**src/rtl/enemy_spawn_scheduler.sv**
```systemverilog
// enemy_spawn_scheduler
// Spawns enemies into the forward/left/right slots on an LFSR-driven schedule,
// times each enemy's attack and resolves kills from weapon fire edges.
// All timing advances on the one-cycle `tick` strobe; logic runs on `clk`.
// Optional feature: define ENEMY_DIFFICULTY_RAMP_EN to shorten the spawn
// interval as the kill count grows (floored at a quarter of SPAWN_TICKS).
// Slot bit order inside this module: bit0 = forward, bit1 = left, bit2 = right.

module enemy_spawn_scheduler #(
    parameter int unsigned SPAWN_TICKS  = 150,
    parameter int unsigned ATTACK_TICKS = 300,
    parameter int unsigned LIVES        = 3,
    parameter logic [7:0]  LFSR_SEED    = 8'hA5
) (
    input  logic       clk,
    input  logic       rst_n,
    input  logic       tick,
    input  logic       start,
    input  logic [2:0] camera_view,
    input  logic [2:0] fire_state,
    output logic [2:0] enemy_state,
    output logic       forward_enemy_flag,
    output logic       left_enemy_flag,
    output logic       right_enemy_flag,
    output logic       enemy_attack,
    output logic [1:0] lives,
    output logic [7:0] kill_count
);

    localparam int unsigned     ATK_W      = (ATTACK_TICKS < 1) ? 1 : $clog2(ATTACK_TICKS + 1);
    localparam logic [ATK_W-1:0] ATK_MAX   = ATK_W'(ATTACK_TICKS);
    localparam logic [1:0]      LIVES_INIT = 2'(LIVES);
    localparam logic [15:0]     SPAWN_THR  = (SPAWN_TICKS < 1) ? 16'd1 : 16'(SPAWN_TICKS);
    localparam logic [2:0]      FIRE_CODE  = 3'b010;

    typedef enum logic [2:0] {
        ST_IDLE = 3'b001,
        ST_RUN  = 3'b010,
        ST_OVER = 3'b100
    } state_t;

    // 8-bit Fibonacci LFSR, x^8+x^6+x^5+x^4+1, shifting towards the MSB
    function automatic logic [7:0] lfsr_next(input logic [7:0] cur);
        return {cur[6:0], cur[7] ^ cur[5] ^ cur[4] ^ cur[3]};
    endfunction

    // Camera direction code to one-hot slot; intermediate codes select nothing
    function automatic logic [2:0] decode_view(input logic [2:0] cam);
        logic [2:0] sel;
        case (cam)
            3'b001:  sel = 3'b001;
            3'b011:  sel = 3'b010;
            3'b110:  sel = 3'b100;
            default: sel = 3'b000;
        endcase
        return sel;
    endfunction

    // Preferred slot if free, otherwise next free slot walking F->L->R->F
    function automatic logic [2:0] pick_slot(input logic [1:0] pref, input logic [2:0] occ);
        logic [2:0] sel;
        case (pref)
            2'b01:   sel = !occ[1] ? 3'b010 : (!occ[2] ? 3'b100 : (!occ[0] ? 3'b001 : 3'b000));
            2'b10:   sel = !occ[2] ? 3'b100 : (!occ[0] ? 3'b001 : (!occ[1] ? 3'b010 : 3'b000));
            default: sel = !occ[0] ? 3'b001 : (!occ[1] ? 3'b010 : (!occ[2] ? 3'b100 : 3'b000));
        endcase
        return sel;
    endfunction

    // Fixed priority F > L > R, one grant at most
    function automatic logic [2:0] prio_pick(input logic [2:0] req);
        logic [2:0] gnt;
        if (req[0]) begin
            gnt = 3'b001;
        end else if (req[1]) begin
            gnt = 3'b010;
        end else if (req[2]) begin
            gnt = 3'b100;
        end else begin
            gnt = 3'b000;
        end
        return gnt;
    endfunction

    // Attack timer: load on spawn, count ticks while occupied, hold at the limit
    function automatic logic [ATK_W-1:0] timer_next(input logic [ATK_W-1:0] cur, input logic occ,
                                                    input logic load, input logic adv);
        logic [ATK_W-1:0] nx;
        if (load) begin
            nx = {ATK_W{1'b0}};
        end else if (occ && adv && (cur != ATK_MAX)) begin
            nx = cur + 1'b1;
        end else begin
            nx = cur;
        end
        return nx;
    endfunction

    state_t           state_r, state_nx_s;
    logic [2:0]       slot_r, slot_nx_s;
    logic [ATK_W-1:0] atk_fwd_r, atk_lft_r, atk_rgt_r;
    logic [ATK_W-1:0] atk_fwd_nx_s, atk_lft_nx_s, atk_rgt_nx_s;
    logic [1:0]       lives_r, lives_nx_s;
    logic [7:0]       kill_r, kill_nx_s;
    logic             attack_r, attack_nx_s;
    logic [7:0]       lfsr_r, lfsr_nx_s;
    logic [15:0]      spawn_cnt_r, spawn_cnt_nx_s;
    logic [2:0]       fire_prev_r;

    logic             run_s;
    logic             tick_run_s;
    logic             fire_edge_s;
    logic [2:0]       kill_s;
    logic [2:0]       atk_full_s;
    logic [2:0]       svc_s;
    logic [15:0]      thr_s;
    logic             spawn_wrap_s;
    logic [2:0]       spawn_s;

    assign run_s       = (state_r == ST_RUN);
    assign tick_run_s  = run_s && tick;
    assign fire_edge_s = (fire_state == FIRE_CODE) && (fire_prev_r != FIRE_CODE);
    assign kill_s      = (run_s && fire_edge_s) ? (decode_view(camera_view) & slot_r) : 3'b000;
    assign atk_full_s  = {atk_rgt_r == ATK_MAX, atk_lft_r == ATK_MAX, atk_fwd_r == ATK_MAX};
    // A slot killed this cycle is never serviced as an attack
    assign svc_s       = run_s ? prio_pick(slot_r & atk_full_s & ~kill_s) : 3'b000;

`ifdef ENEMY_DIFFICULTY_RAMP_EN
    localparam logic [15:0] RAMP_FLOOR = ((SPAWN_THR >> 2) < 16'd1) ? 16'd1 : (SPAWN_THR >> 2);
    logic [15:0] ramp_dec_s;

    // Interval shrinks by 8 ticks per 4 kills, never below the floor
    always_comb begin
        ramp_dec_s = {7'd0, kill_r[7:2], 3'b000};
        if ({1'b0, SPAWN_THR} > ({1'b0, ramp_dec_s} + {1'b0, RAMP_FLOOR})) begin
            thr_s = SPAWN_THR - ramp_dec_s;
        end else begin
            thr_s = RAMP_FLOOR;
        end
    end
`else
    assign thr_s = SPAWN_THR;
`endif

    // >= so a threshold that drops below the running count still wraps
    assign spawn_wrap_s = spawn_cnt_r >= (thr_s - 16'd1);
    // Spawn target is chosen from occupancy before any same-cycle clear
    assign spawn_s      = (tick_run_s && spawn_wrap_s) ? pick_slot(lfsr_r[1:0], slot_r) : 3'b000;

    // Next-state and datapath update for the IDLE/RUN/OVER game FSM
    always_comb begin
        state_nx_s     = state_r;
        slot_nx_s      = slot_r;
        atk_fwd_nx_s   = atk_fwd_r;
        atk_lft_nx_s   = atk_lft_r;
        atk_rgt_nx_s   = atk_rgt_r;
        lives_nx_s     = lives_r;
        kill_nx_s      = kill_r;
        attack_nx_s    = 1'b0;
        lfsr_nx_s      = lfsr_r;
        spawn_cnt_nx_s = spawn_cnt_r;
        case (state_r)
            ST_IDLE: begin
                if (start) begin
                    state_nx_s     = ST_RUN;
                    lives_nx_s     = LIVES_INIT;
                    kill_nx_s      = 8'd0;
                    spawn_cnt_nx_s = 16'd0;
                    slot_nx_s      = 3'b000;
                    atk_fwd_nx_s   = {ATK_W{1'b0}};
                    atk_lft_nx_s   = {ATK_W{1'b0}};
                    atk_rgt_nx_s   = {ATK_W{1'b0}};
                end else begin
                    state_nx_s = ST_IDLE;
                end
            end
            ST_RUN: begin
                slot_nx_s    = (slot_r & ~kill_s & ~svc_s) | spawn_s;
                atk_fwd_nx_s = timer_next(atk_fwd_r, slot_r[0], spawn_s[0], tick);
                atk_lft_nx_s = timer_next(atk_lft_r, slot_r[1], spawn_s[1], tick);
                atk_rgt_nx_s = timer_next(atk_rgt_r, slot_r[2], spawn_s[2], tick);
                if (tick) begin
                    lfsr_nx_s      = lfsr_next(lfsr_r);
                    spawn_cnt_nx_s = spawn_wrap_s ? 16'd0 : (spawn_cnt_r + 16'd1);
                end else begin
                    lfsr_nx_s      = lfsr_r;
                    spawn_cnt_nx_s = spawn_cnt_r;
                end
                if ((kill_s != 3'b000) && (kill_r != 8'hFF)) begin
                    kill_nx_s = kill_r + 8'd1;
                end else begin
                    kill_nx_s = kill_r;
                end
                if (svc_s != 3'b000) begin
                    attack_nx_s = 1'b1;
                    lives_nx_s  = lives_r - 2'd1;
                    if (lives_r <= 2'd1) begin
                        state_nx_s = ST_OVER;
                        slot_nx_s  = 3'b000;
                    end else begin
                        state_nx_s = ST_RUN;
                    end
                end else begin
                    attack_nx_s = 1'b0;
                end
            end
            ST_OVER: begin
                if (!start) begin
                    state_nx_s = ST_IDLE;
                end else begin
                    state_nx_s = ST_OVER;
                end
            end
            default: begin
                state_nx_s = ST_IDLE;
            end
        endcase
    end

    // State and datapath registers; every output comes straight from here
    always_ff @(posedge clk or negedge rst_n) begin
        if (!rst_n) begin
            state_r     <= ST_IDLE;
            slot_r      <= 3'b000;
            atk_fwd_r   <= {ATK_W{1'b0}};
            atk_lft_r   <= {ATK_W{1'b0}};
            atk_rgt_r   <= {ATK_W{1'b0}};
            lives_r     <= LIVES_INIT;
            kill_r      <= 8'd0;
            attack_r    <= 1'b0;
            lfsr_r      <= LFSR_SEED;
            spawn_cnt_r <= 16'd0;
            fire_prev_r <= 3'b000;
        end else begin
            state_r     <= state_nx_s;
            slot_r      <= slot_nx_s;
            atk_fwd_r   <= atk_fwd_nx_s;
            atk_lft_r   <= atk_lft_nx_s;
            atk_rgt_r   <= atk_rgt_nx_s;
            lives_r     <= lives_nx_s;
            kill_r      <= kill_nx_s;
            attack_r    <= attack_nx_s;
            lfsr_r      <= lfsr_nx_s;
            spawn_cnt_r <= spawn_cnt_nx_s;
            fire_prev_r <= fire_state;
        end
    end

    assign enemy_state        = state_r;
    assign forward_enemy_flag = slot_r[0];
    assign left_enemy_flag    = slot_r[1];
    assign right_enemy_flag   = slot_r[2];
    assign enemy_attack       = attack_r;
    assign lives              = lives_r;
    assign kill_count         = kill_r;

endmodule

```
**config.mk**
```make
export PLATFORM = sky130hd
export DESIGN_NAME = enemy_spawn_scheduler
export DESIGN_NICKNAME = d
export VERILOG_FILES = /design/src/rtl/enemy_spawn_scheduler.sv
export SDC_FILE = /design/constraint.sdc
export NUM_CORES = 1
export LEC_CHECK = 0
export ABC_AREA = 1
export CORE_UTILIZATION = 40
export CTS_BUF_LIST = sky130_fd_sc_hd__clkbuf_2 sky130_fd_sc_hd__clkbuf_4 sky130_fd_sc_hd__clkbuf_8
export CTS_CLUSTER_DIAMETER = 30
export DETAILED_ROUTE_END_ITERATION = 10
export MAX_ROUTING_LAYER = met4
export PLACE_DENSITY = 0.57
export SETUP_SLACK_MARGIN = 0.15
export SKIP_LAST_GASP = 1
export SYNTH_ARGS = -nofsm -noshare
export SYNTH_HDL_FRONTEND = slang
export SYNTH_SLANG_ARGS = --single-unit
```
**constraint.sdc**
```tcl
create_clock -name clk -period 2.7 [get_ports clk]
set_input_delay 0.54 -clock clk [delete_from_list [all_inputs] [get_ports clk]]
set_output_delay 0.54 -clock clk [all_outputs]
set_load 0.05 [all_outputs]
```
Word-level counts from Yosys, hierarchy flattened
Index checks and enable logic that the tools add are counted.

storage, ports and cells
  word-level logic and storage cells = 124
  output and inout port bits = 17
  flip-flop bits (word level) = 71

operators by class
  reductions and logical operators = 22
  $lt $le $gt $ge = 2
  add/sub/neg operators = 6
  bitwise logic cells = 11
  equal/unequal tests = 24
  mux-type cells = 48

operators with widths
  kind                                                   count
  2-to-1 mux 9 bit                                       7
  2-to-1 mux 3 bit                                       18
  case mux 9 bit (2 select lines)                        3
  2-to-1 mux 16 bit                                      3
  case mux 16 bit (2 select lines)                       1
  adder 9 x 1 -> 9 bit, second input constant            3
  equality test 9 bit, second input constant             3
  inequality test 9 bit, second input constant           3
  case mux 3 bit (3 select lines)                        2
  AND reduction 3 bit                                    6
  adder 16 x 1 -> 16 bit, second input constant          1
  >= comparator 16 x 8 -> 1 bit, second input constant   1
  2-to-1 mux 8 bit                                       2
  case mux 8 bit (2 select lines)                        1
  AND 3 bit                                              5
  case mux 3 bit (2 select lines)                        2
  logical AND 1 bit                                      11
  2-to-1 mux 2 bit                                       5
  equality test 3 x 2 -> 1 bit, second input constant    3
  inequality test 3 x 1 -> 1 bit, second input constant  3
  adder 8 x 1 -> 8 bit, second input constant            1
  inequality test 8 bit, second input constant           1
  equality test 3 x 1 -> 1 bit, second input constant    2
  equality test 3 bit, second input constant             2
  other kinds (15)                                       24

Longest topological paths before layout
  word-level depth = 16
  mapped depth = 13
  mapped depth without buffers = 13

Least setup slack after synthesis
No wires, ideal clock.

  path type = reg2reg
  start point = reg kill_r[0], in the netlist kill_count[0]
  end point = reg kill_r[5], in the netlist kill_count[5]
  cell stages (with the launch flop) = 11
  setup time = 0.074 ns
  period minus slack after synthesis = 1.924 ns
  buffers on the path = 1
  setup slack = 0.776 ns
  data arrival time = 1.850 ns
  cells stage by stage = dfrtp_1 ha_1 nand3_1 nor2_1 nand3_1 nand2_2 nand2_2 nand2_4 buf_6 nand2_2 o21ai_2

on the way
  word-level cells in the longest chain between the ends = 4
  elaborated cells between the ends (all ways) = 7

RTL lines
  what                                                          line  text
  start: declaration                                            104   logic [7:0] kill_r, kill_nx_s;
  start signal: assignment                                      241   kill_r <= kill_nx_s;
  branches (longest 4 deep; another with adder 8 x 1 -> 8 bit)  -

Several ways; the timed one is not identified. The select of a mux whose other input is x is not followed.
A chain may end at the register's enable or synchronous reset.

Worst setup path in the final report
  start point = reg slot_r[0]
  end point = out forward_enemy_flag

RTL lines
  what                      line  text
  start: declaration        100   logic [2:0] slot_r, slot_nx_s;
  start signal: assignment  236   slot_r <= slot_nx_s;
  end: declaration          22    output logic forward_enemy_flag,

No word-level cell between the ends.

==> results by group <==
Run status
  • Status: complete, no violations

Pwr
  • Switch share: 0.392
  • Final total power: 3.34 mW
  • Clock power frac: 0.265
  • P_sw: 1.31 mW
  • Cell Int Power: 2.03 mW
  • PwrDens: 711 nW/um^2
  • P_leak: 2.23 nW
  • Peak supply drop: 355 uV
  • Comb power frac: 0.344
  • Reg power frac: 0.391

Timing
  • Setup tns final: 0 ns
  • Final setup vio count: 0
  • Final worst path period need: 2.34 ns
  • Max Freq: 0.428 GHz
  • Worst-Margin Slew: 0.532 ns
  • Final worst-path cycle share: 0.865
  • Slew margin rel.: 0.645
  • Final Skew: 0.0147 ns
  • RSZ-0062 raised after global routing: no
  • Final count of hold timing violations: 0
  • Slew Limit Fails: 0

Logic synthesis
  • Sequential cell area fraction in the yosys report: 0.435
  • Ys async rst share: 1.00
  • Top post-synthesis cells by area: dfrtp_1, nand2_1, inv_1
  • Yosys top cell by area: dfrtp_1
  • Synth warn: 0
  • Mapped Cells: 525
  • Post-Synthesis Cell Area: 4110 sq um
  • Mapped Nets: 548
  • Post-synth top area share: 0.390
  • Mean Syn Cell Area: 7.82 sq um
  • Cell with the most instances after synthesis: nand2_1
  • Post-synth EDFFs: 0
  • Post-synthesis register bit count: 71
  • Commonest cells in the netlist: nand2_1, dfrtp_1, inv_1, nor2_1, nand3_1
  • Netlist cell types: 36
  • Primary FF master, synth: dfrtp_1

Clock tree
  • Clk_lat worst skew: 0.36 ns
  • CTS tree: done
  • Clk sink count: 71
  • Reg clk slew, reported paths: 0.08 ns
  • Hold Buf Count CTS: 0
  • Number of setup buffers added after CTS: 0
  • Clock buffer depth: 2
  • Root buffer cell: clkbuf_8
  • Total CTS buffers: 9
  • CTS resizes: 0
  • Number of H-tree levels: 3

Routing
  • Drc violations: 0
  • DRT iter0 DRCs: 173
  • Antenna-violating nets left: 0
  • Via count: 3336
  • Average wire per standard cell: 12.6 microns
  • Drt total wl: 8740 microns
  • Pre-Repair DR Iteration Count: 4
  • Vias per cell: 4.81

Die
  • Num rows: 36
  • I/O pins: 27
  • Core area: 9860 sq um
  • Die height: 103 microns
  • Die area: 10700 sq um
  • Initial core utilization: 0.416
  • Die width: 103 microns

Setup path
  • Kind of critical path: reg2out
  • Crit-path cells: clkdlybuf4s50_1
  • Crit-path max FO: 9
  • Worst-case reg-to-reg path depth: 9
  • Worst path required time: 2.16 ns
  • FF-to-FF End: atk_fwd_r[7]$_DFFE_PN0P_
  • Critical Path Source Type: flip-flop
  • CP Data Arrival Time: 1.80 ns
  • Crit-path max cell delay: 0.88 ns
  • Crit-path slowest cell: clkdlybuf4s50_1
  • Critical R2R Launch: lfsr_r[0]$_DFFE_PN1P_
  • Delay-heaviest family, CP: buffers and inverters
  • Levels on crit path: 1
  • FF-to-FF setup slack: 0.69 ns
  • CP endpoint kind: output pin
  • WP buf/inv: 1

Place
  • Detailed placement HPWL: 6390 microns
  • Routability-driven placement congestion ratio: 0.852
  • Input/output buffers: 26

Cells and area
  • Area growth syn-to-layout: 14.5%
  • Antenna fix cells: 0
  • Net count, final: 579
  • Layout cells sized above 1: 0.119

Global route
  • Initial antenna violation count: 0
  • Total grt overflow: 0
  • Pin count of the biggest net entering global routing: 43
  • Number of global-route vias before repair: 3217
  • First-pass GRT wire length: 14900 microns
  • Gr usage total: 0.191

Run
  • Max Cap Violations: 0

Hold path
  • Min-Delay Path Class: in2async
## cells in the final DEF, fill, tap and decap left out, drive strengths merged
master and instances:
clkdlybuf4s50 25, nand4 11, a31oi 1, a211o 1
or2 6, dfrtp 64, a21oi 9, ha 13
nand2 155, o211ai 1, inv 62, o21ai 29
nor3b 1, xnor2 5, a41oi 1, nor2 59
buf 7, nand3 48, nor3 12, dfstp 7
clkinv 2, o22ai 1, bufinv 1, clkbuf 13
xor2 19, nand3b 8
## final cells by class
cell class              count  area, sq um
well taps                 133          166
multi-input cells         380         2010
inverters                  62          233
repair buffers             32          300
clock inverters             3         43.8
clock buffers              13          160
fillers                   953         5160
flip-flops and latches     71         1790
## cell families after synthesis
| logic type | Yosys count | share of synthesized area |
|---|---|---|
| buffers and inverters | 74 | 0.0750 |
| adder cells (fa/ha/maj) | 13 | 0.0396 |
| XOR/XNOR | 24 | 0.0512 |
| AND/OR/NAND/NOR | 300 | 0.338 |
| flip-flops | 71 | 0.435 |
| AO/OA/AOI/OAI | 43 | 0.0610 |
## worst max path at each step
| stage | startpoint | to | slack (ns) |
|---|---|---|---|
| finish | slot_r[0]$_DFFE_PN0P_ | forward_enemy_flag | 0.36 |
| global route | slot_r[0]$_DFFE_PN0P_ | forward_enemy_flag | 0.29 |
| global placement | tick | atk_fwd_r[7]$_DFFE_PN0P_ | 0.46 |
| CTS | slot_r[0]$_DFFE_PN0P_ | forward_enemy_flag | 0.34 |
| floorplan | kill_count[0]$_DFFE_PN0P_ | kill_count[5]$_DFFE_PN0P_ | 0.78 |
| detailed placement | tick | spawn_cnt_r[7]$_DFFE_PN0P_ | 0.41 |
## metrics by stage
step                 util  std cells  hold slack (ns)  cell area [sq um]  setup slack, ns
detailed placement  0.456        678            0.461               4500            0.409
floorplan               -        525            0.244               4110            0.776
finish              0.477        694            0.195               4700            0.364
global route        0.477        694            0.216               4700            0.291
global placement    0.456        678            0.461               4500            0.455
CTS                 0.477        694            0.200               4700            0.343
## flip-flops by register name, summed over array words and instances, names as in the netlist
register / count
atk_fwd_r: 9
atk_rgt_r: 9
enemy_attack: 1
kill_count: 8
slot_r: 3
enemy_state: 3
lives: 2
fire_prev_r: 3
atk_lft_r: 9
spawn_cnt_r: 16
lfsr_r: 8
## per-layer routing
metal / share of wire / GRT usage / vias to the layer above
met3: 0.026 / 0.0403 / 11
met4: 0.019 / 0.0780 / 0
li1: - / - / 1727
met5: 0 / - / -
met1: 0.49 / 0.236 / 1557
met2: 0.47 / 0.304 / 41
## power groups by stage
stage               Combinational [mW]  Clock, mW  Sequential, mW
finish                            1.15      0.885            1.31
global route                      1.30      0.954            1.32
CTS                               1.17      0.906            1.31
detailed placement                1.16          0            1.33
global placement                  1.15          0            1.33
floorplan                        0.774          0            1.43
(Power assumes the default switching activity.)
